`config.mk`:
```
export PLATFORM = sky130hd
export DESIGN_NAME = node_pool_allocator_flat
export DESIGN_NICKNAME = d
export VERILOG_FILES = /design/src/rtl/node_pool_allocator_if.sv /design/src/rtl/node_pool_allocator.sv /design/src/flat_wrapper.sv
export SDC_FILE = /design/constraint.sdc
export NUM_CORES = 1
export LEC_CHECK = 0
export BUFFER_PORTS_ARGS = -buffer_cell sky130_fd_sc_hd__clkbuf_2
export CELL_PAD_IN_SITES_DETAIL_PLACEMENT = 1
export CELL_PAD_IN_SITES_GLOBAL_PLACEMENT = 1
export CORE_MARGIN = 10
export CORE_UTILIZATION = 40
export CTS_BUF_LIST = sky130_fd_sc_hd__clkbuf_8
export DETAILED_ROUTE_END_ITERATION = 16
export GPL_TIMING_DRIVEN = 0
export PLACE_DENSITY = 0.83
export SLEW_MARGIN = 20
export SYNTH_ARGS = -nofsm -noshare
export SYNTH_HDL_FRONTEND = slang
export SYNTH_SLANG_ARGS = --single-unit
```
`constraint.sdc`:
```
create_clock -name clk -period 2.9 [get_ports clk]
set_input_delay 0.145 -clock clk [delete_from_list [all_inputs] [get_ports clk]]
set_output_delay 0.145 -clock clk [all_outputs]
set_load 0.01 [all_outputs]
```
`src/rtl/node_pool_allocator_if.sv`:
```
// Allocation / free handshake bundle between the linked-list engine and the
// node pool allocator.
//   req_i        : level allocation requests, bit k = requester k (0 insert, 1 copy/splice)
//   gnt_o        : one-hot single-cycle grant pulse
//   alloc_addr_o : node handed out, valid while gnt_o != 0
//   free_valid_i : node return strobe from the delete path
//   free_addr_i  : node being returned
//   err_o        : single-cycle pulse on an illegal free
interface node_pool_allocator_if #(
    parameter int ADDR_W = 4
);
    logic [1:0]        req_i;
    logic [1:0]        gnt_o;
    logic [ADDR_W-1:0] alloc_addr_o;
    logic              free_valid_i;
    logic [ADDR_W-1:0] free_addr_i;
    logic              err_o;

    // Engine side: raises requests and returns nodes.
    modport master (
        output req_i,
        output free_valid_i,
        output free_addr_i,
        input  gnt_o,
        input  alloc_addr_o,
        input  err_o
    );

    // Allocator side.
    modport slave (
        input  req_i,
        input  free_valid_i,
        input  free_addr_i,
        output gnt_o,
        output alloc_addr_o,
        output err_o
    );
endinterface

```
`src/rtl/node_pool_allocator.sv`:
```
// Free-node pool for the linked-list engine.
// Keeps a free bitmap (1 = free), hands out the lowest-index free node to one
// of two round-robin requesters, takes node returns from the delete path, and
// after reset/flush sweeps the next-pointer RAM writing null into every slot.
//
// Ports:
//   clk, rst     : clock, synchronous active-high reset
//   flush_i      : return all nodes and re-run the init sweep
//   bus          : request/grant/free handshake (slave side)
//   init_we_o    : next-pointer RAM write enable during the sweep
//   init_addr_o  : sweep write address (write data is null, supplied externally)
//   ready_o      : pool is in RUN
//   free_cnt_o   : number of free nodes
//   empty_o      : no free nodes
//
// state  | meaning
// -------+---------------------------------------------------------------
// S_INIT | sweeping next-pointer RAM, no grants, frees flagged as errors
// S_RUN  | arbitrating requests and accepting node returns
module node_pool_allocator #(
    parameter int NUM_NODES = 16,
    parameter int ADDR_W    = $clog2(NUM_NODES)
) (
    input  logic                  clk,
    input  logic                  rst,
    input  logic                  flush_i,
    node_pool_allocator_if.slave  bus,
    output logic                  init_we_o,
    output logic [ADDR_W-1:0]     init_addr_o,
    output logic                  ready_o,
    output logic [ADDR_W:0]       free_cnt_o,
    output logic                  empty_o
);

    typedef enum logic {S_INIT, S_RUN} state_t;

    localparam logic [ADDR_W-1:0] LAST_ADDR = ADDR_W'(NUM_NODES - 1);
    localparam logic [ADDR_W:0]   FULL_CNT  = (ADDR_W + 1)'(NUM_NODES);

    state_t                 state_q,      state_d;
    logic [NUM_NODES-1:0]   bitmap_q,     bitmap_d;
    logic [ADDR_W:0]        cnt_q,        cnt_d;
    logic                   rr_q,         rr_d;
    logic [1:0]             gnt_q,        gnt_d;
    logic [ADDR_W-1:0]      alloc_addr_q, alloc_addr_d;
    logic                   err_q,        err_d;
    logic [ADDR_W-1:0]      init_addr_q,  init_addr_d;
    logic                   init_we_q,    init_we_d;
    logic                   ready_q,      ready_d;

    logic [ADDR_W-1:0]      low_idx;
    logic                   win;
    logic                   do_grant;
    logic                   do_free;

    // Lowest set bit of the registered bitmap; scanning downward lets the
    // last hit (lowest index) win.
    always_comb begin
        low_idx = '0;
        for (int i = NUM_NODES - 1; i >= 0; i--) begin
            if (bitmap_q[i]) begin
                low_idx = ADDR_W'(i);
            end
        end
    end

    // With both requesting, rr picks; otherwise the lone requester wins.
    assign win      = (bus.req_i == 2'b11) ? rr_q : bus.req_i[1];
    assign do_grant = (state_q == S_RUN) && (bus.req_i != 2'b00) && (bitmap_q != '0);
    // A node returned while still marked free is illegal. A grant and a legal
    // free in the same cycle can never collide: the granted bit is set, so a
    // free of that address is itself illegal.
    assign do_free  = (state_q == S_RUN) && bus.free_valid_i && !bitmap_q[bus.free_addr_i];

    always_comb begin
        state_d      = state_q;
        bitmap_d     = bitmap_q;
        cnt_d        = cnt_q;
        rr_d         = rr_q;
        gnt_d        = 2'b00;
        alloc_addr_d = alloc_addr_q;
        err_d        = 1'b0;
        init_addr_d  = init_addr_q;
        init_we_d    = init_we_q;
        ready_d      = ready_q;

        if (flush_i) begin
            state_d      = S_INIT;
            bitmap_d     = '1;
            cnt_d        = FULL_CNT;
            rr_d         = 1'b0;
            alloc_addr_d = '0;
            init_addr_d  = '0;
            init_we_d    = 1'b1;
            ready_d      = 1'b0;
        end else begin
            case (state_q)
                S_INIT: begin
                    init_we_d = 1'b1;
                    err_d     = bus.free_valid_i;
                    if (init_addr_q == LAST_ADDR) begin
                        state_d     = S_RUN;
                        ready_d     = 1'b1;
                        init_we_d   = 1'b0;
                        init_addr_d = '0;
                    end else begin
                        init_addr_d = init_addr_q + 1'b1;
                    end
                end
                S_RUN: begin
                    if (do_grant) begin
                        gnt_d[win]        = 1'b1;
                        alloc_addr_d      = low_idx;
                        bitmap_d[low_idx] = 1'b0;
                        rr_d              = ~win;
                    end
                    if (do_free) begin
                        bitmap_d[bus.free_addr_i] = 1'b1;
                    end
                    err_d = bus.free_valid_i && !do_free;
                    cnt_d = cnt_q - (ADDR_W + 1)'(do_grant) + (ADDR_W + 1)'(do_free);
                end
                default: state_d = S_INIT;
            endcase
        end
    end

    always_ff @(posedge clk) begin
        if (rst) begin
            state_q      <= S_INIT;
            bitmap_q     <= '1;
            cnt_q        <= FULL_CNT;
            rr_q         <= 1'b0;
            gnt_q        <= 2'b00;
            alloc_addr_q <= '0;
            err_q        <= 1'b0;
            init_addr_q  <= '0;
            init_we_q    <= 1'b1;
            ready_q      <= 1'b0;
        end else begin
            state_q      <= state_d;
            bitmap_q     <= bitmap_d;
            cnt_q        <= cnt_d;
            rr_q         <= rr_d;
            gnt_q        <= gnt_d;
            alloc_addr_q <= alloc_addr_d;
            err_q        <= err_d;
            init_addr_q  <= init_addr_d;
            init_we_q    <= init_we_d;
            ready_q      <= ready_d;
        end
    end

    assign bus.gnt_o        = gnt_q;
    assign bus.alloc_addr_o = alloc_addr_q;
    assign bus.err_o        = err_q;
    assign init_we_o        = init_we_q;
    assign init_addr_o      = init_addr_q;
    assign ready_o          = ready_q;
    assign free_cnt_o       = cnt_q;
    assign empty_o          = (cnt_q == '0);

endmodule
```
`src/flat_wrapper.sv`:
```
// flat-port wrapper written by rule: the top's interface ports become plain ports
module node_pool_allocator_flat 
#(
    parameter int NUM_NODES = 16,
    parameter int ADDR_W    = $clog2(NUM_NODES)
)
  (clk, rst, flush_i, init_we_o, init_addr_o, ready_o, free_cnt_o, empty_o, bus_req_i, bus_free_valid_i, bus_free_addr_i, bus_gnt_o, bus_alloc_addr_o, bus_err_o);
  node_pool_allocator_if #(.ADDR_W(ADDR_W)) bus_i ();
  input  logic clk;
  input  logic rst;
  input  logic flush_i;
  output logic init_we_o;
  output logic [ADDR_W-1:0] init_addr_o;
  output logic ready_o;
  output logic [ADDR_W:0] free_cnt_o;
  output logic empty_o;
  input wire logic [$bits(bus_i.req_i)-1:0] bus_req_i;
  input wire logic [$bits(bus_i.free_valid_i)-1:0] bus_free_valid_i;
  input wire logic [$bits(bus_i.free_addr_i)-1:0] bus_free_addr_i;
  output wire logic [$bits(bus_i.gnt_o)-1:0] bus_gnt_o;
  output wire logic [$bits(bus_i.alloc_addr_o)-1:0] bus_alloc_addr_o;
  output wire logic [$bits(bus_i.err_o)-1:0] bus_err_o;
  assign bus_i.req_i = bus_req_i;
  assign bus_i.free_valid_i = bus_free_valid_i;
  assign bus_i.free_addr_i = bus_free_addr_i;
  assign bus_gnt_o = bus_i.gnt_o;
  assign bus_alloc_addr_o = bus_i.alloc_addr_o;
  assign bus_err_o = bus_i.err_o;
  node_pool_allocator #(.NUM_NODES(NUM_NODES), .ADDR_W(ADDR_W)) u_core (.clk(clk), .rst(rst), .flush_i(flush_i), .bus(bus_i), .init_we_o(init_we_o), .init_addr_o(init_addr_o), .ready_o(ready_o), .free_cnt_o(free_cnt_o), .empty_o(empty_o));
endmodule
```
==> run metrics <==
status complete, no violations; Nets ~310; total CTS buffers 5; Max Cap Viol 0; DRT Wirelength 7.23 mm; clk_lat worst skew between 200 and 300 ps; slowest stage delay, CP roughly 570 ps; DP HPWL between 4 and 5 mm; post-route ant nets 0; RSZ-0062 raised after global routing true; vias per cell 5.96; CTS tree done; ys flop type dfxtp_1; synth warn 0; CTS H-tree lvls 2; area delta synth->final 26.0%; Crit. End Element flop; max-slew violation count 0; PortBufs 26; vias in the first global route about 2.2k; die height roughly 93 um; post-synth top area cell dfxtp_1; ranking of synthesized cells by area dfxtp_1 (34%), nor2_1 (5.5%), ha_1 (4.1%), o211ai_1 (3.2%), inv_1 (3.0%); met3 GRT Util approximately 3.1%; GRT met2 Usage between 20% and 30%; Die Width 92.8 um; Synthesized Nets ~260; initial antenna violation count 0; I/O Pins 29; Synth cell types 63; slowest CP cell or4_4; kind of critical path flop to flop; Rows 26; EDFF count, synth 0; final instance area 2670 um2; maximum vdd drop 0.000240 V; # fillers about 630; Worst EP arrival between 3000 and 4000 ps; maximum clock path buffer count 2; R2R setup slack between 30 and 40 ps; Seq cells post-synth 36; final hold vios 0; worst relative slew slack 37.5%; CP delay by family, top simple AND/OR/NAND/NOR gates; vias between 2k and 2.5k; first-pass GRT wire length roughly 11 mm; CTS Root Cell clkbuf_8; Pre-antenna DRT Iters 4; crit-path max FO 5; Least-Margin Pin Slew between 900 and 1000 ps; mapped cell area 2120 um2; RePlAce Congestion 0.865; Tmin final 2870 ps; Initial Utilization 41.5%; Worst Setup Start Kind flop; Reg clk slew, reported paths 70 ps; clock sink total 36; Critical Path RT between 3000 and 4000 ps; proportion of netlist area held by the largest area contributor 34.0%; grt ovf 0; busiest layer in global routing met2; Mapped Avg Cell Area roughly 8.6 um2; share of post-route cells with drive strength above 1 between 30% and 40%; met1 Use GR 18.1%; Final setup viols 0; sequential-to-total area share from yosys stat between 30 and 40%; fin crit share 98.9%; DR DRC count 0; antenna cell count 0; HP Class primary input to flop; most common cell after layout, fill and taps aside nor2_1; 1st-iter DRT viols 119; routed length per instance about 20 um; Mapped Cells approximately 250; largest net degree at the start of global routing 11; Core Region roughly 5100 um2; CP Cell Sequence or4_4, nor2_4, a21oi_4, ha_4, inv_2, ha_4, inv_2, fa_2, nand2b_4, a21oi_4, or3_1, a21boi_2, mux2i_1; P per Cell Area 334 nW/um2; Max Fclk around 0.35 GHz; leakage power roughly 0.94 nW; final core utilization 52.3%; Post-synth ARST share 0%; worst path bufs/invs 2; GRT Util Overall between 15 and 20%; most frequent cells in the layout nor2_1 (28), clkbuf_2 (26), dfxtp_1 (24); Max Clock Skew between 5 and 6 ps; CTS Hold Bufs 0; Die Area about 8600 um2; DP Area between 2000 and 2500 um2
[timing repair]
item	4_1_cts	5_1_grt
setup endpoints to repair	1	1
pin swaps	10	10
buffers inserted	8	9
resized for setup	30	14
[routing by layer]
metal  share of wire (%)  routed length (um)
met1                  40                2920
met3                 4.1                 300
met2                  53                3800
met5                   0                   0
met4                 2.8                 206
[layout make-up]
type / instances / area (um2) / share of cell area, %
Clock inverter: 2 / 8.76 / 0.328
Sequential cell: 36 / 753 / 28.2
Tap cell: 70 / 87.6 / 3.28
Inverter: 17 / 63.8 / 2.39
Timing Repair Buffer: 43 / 258 / 9.65
Clock buffer: 5 / 68.8 / 2.58
Buffer: 12 / 61.3 / 2.30
Multi-Input combinational cell: 178 / 1370 / 51.3
[report_power, final]
part	switching, mW	internal [mW]	leakage (nW)
clock network	0.179	0.160	0.0452
logic	0.0389	0.0240	0.604
registers	0.00218	0.489	0.289
total	0.220	0.673	0.938
[kinds of logic after synthesis]
logic type / Yosys count / synth area share, %
compound gates: 65 / 23.3
xor+xnor: 3 / 1.24
fa+ha+maj: 8 / 5.08
buf+inv: 32 / 6.26
flops: 36 / 34.0
mux: 13 / 8.74
simple gates: 89 / 21.4
[state kept, by name, summed over array words and instances (netlist names)]
name                     flops
u_core.bitmap_q             16
u_core.free_cnt_o            5
u_core.bus.alloc_addr_o      4
u_core.init_addr_o           4
u_core.bus.gnt_o             2
u_core.bus.err_o             1
u_core.init_we_o             1
u_core.ready_o               1
u_core.rr_q                  1
u_core.state_q               1
[worst min-delay path: cells and delay by family]
kind                   cells  cell delay, ps
AOI/OAI and AO/OA          1             120
buffers and inverters      1              90
and+or+nand+nor            1              60
[cell usage after synthesis, drive strengths merged (3+ instances only)]
| library cell | n |
|---|---|
| or4 | 5 |
| ha | 7 |
| nor2 | 31 |
| xnor2 | 3 |
| nor4 | 3 |
| and3 | 4 |
| nor3 | 5 |
| nor2b | 3 |
| nand2 | 13 |
| o311ai | 3 |
| o41ai | 5 |
| buf | 4 |
| o31ai | 7 |
| dfxtp | 36 |
| mux2i | 6 |
| o211ai | 9 |
| a21oi | 6 |
| nand4 | 3 |
| nand3 | 7 |
| mux2 | 5 |
| o21ai | 9 |
| inv | 17 |
| clkbuf | 11 |
[metrics by stage]
stage | std cells | power [mW] | hold WS, ps | setup slack [ps] | setup TNS (ps)
floorplan | 246 | 0.544 | 291 | 17.7 | 0
global placement | 342 | 0.561 | 441 | -233 | -233
detailed placement | 342 | 0.563 | 452 | -383 | -383
CTS | 354 | 0.894 | 168 | -65.4 | -65.4
global route | 363 | 0.920 | 177 | -72.2 | -72.2
finish | 363 | 0.893 | 161 | 31.1 | 0
[path summary, 6_finish.rpt]
| path | cells after the start | start | endpoint |
|---|---|---|---|
| hold / removal | 3 | bus_req_i[1] | u_core.bus.gnt_o[1] |
| hold reg to reg | 2 | u_core.init_we_o | u_core.init_we_o |
| setup reg to reg | 13 | u_core.bitmap_q[14] | u_core.free_cnt_o[4] |
| setup / recovery | 13 | u_core.bitmap_q[14] | u_core.free_cnt_o[4] |
(Power assumes the default switching activity.)
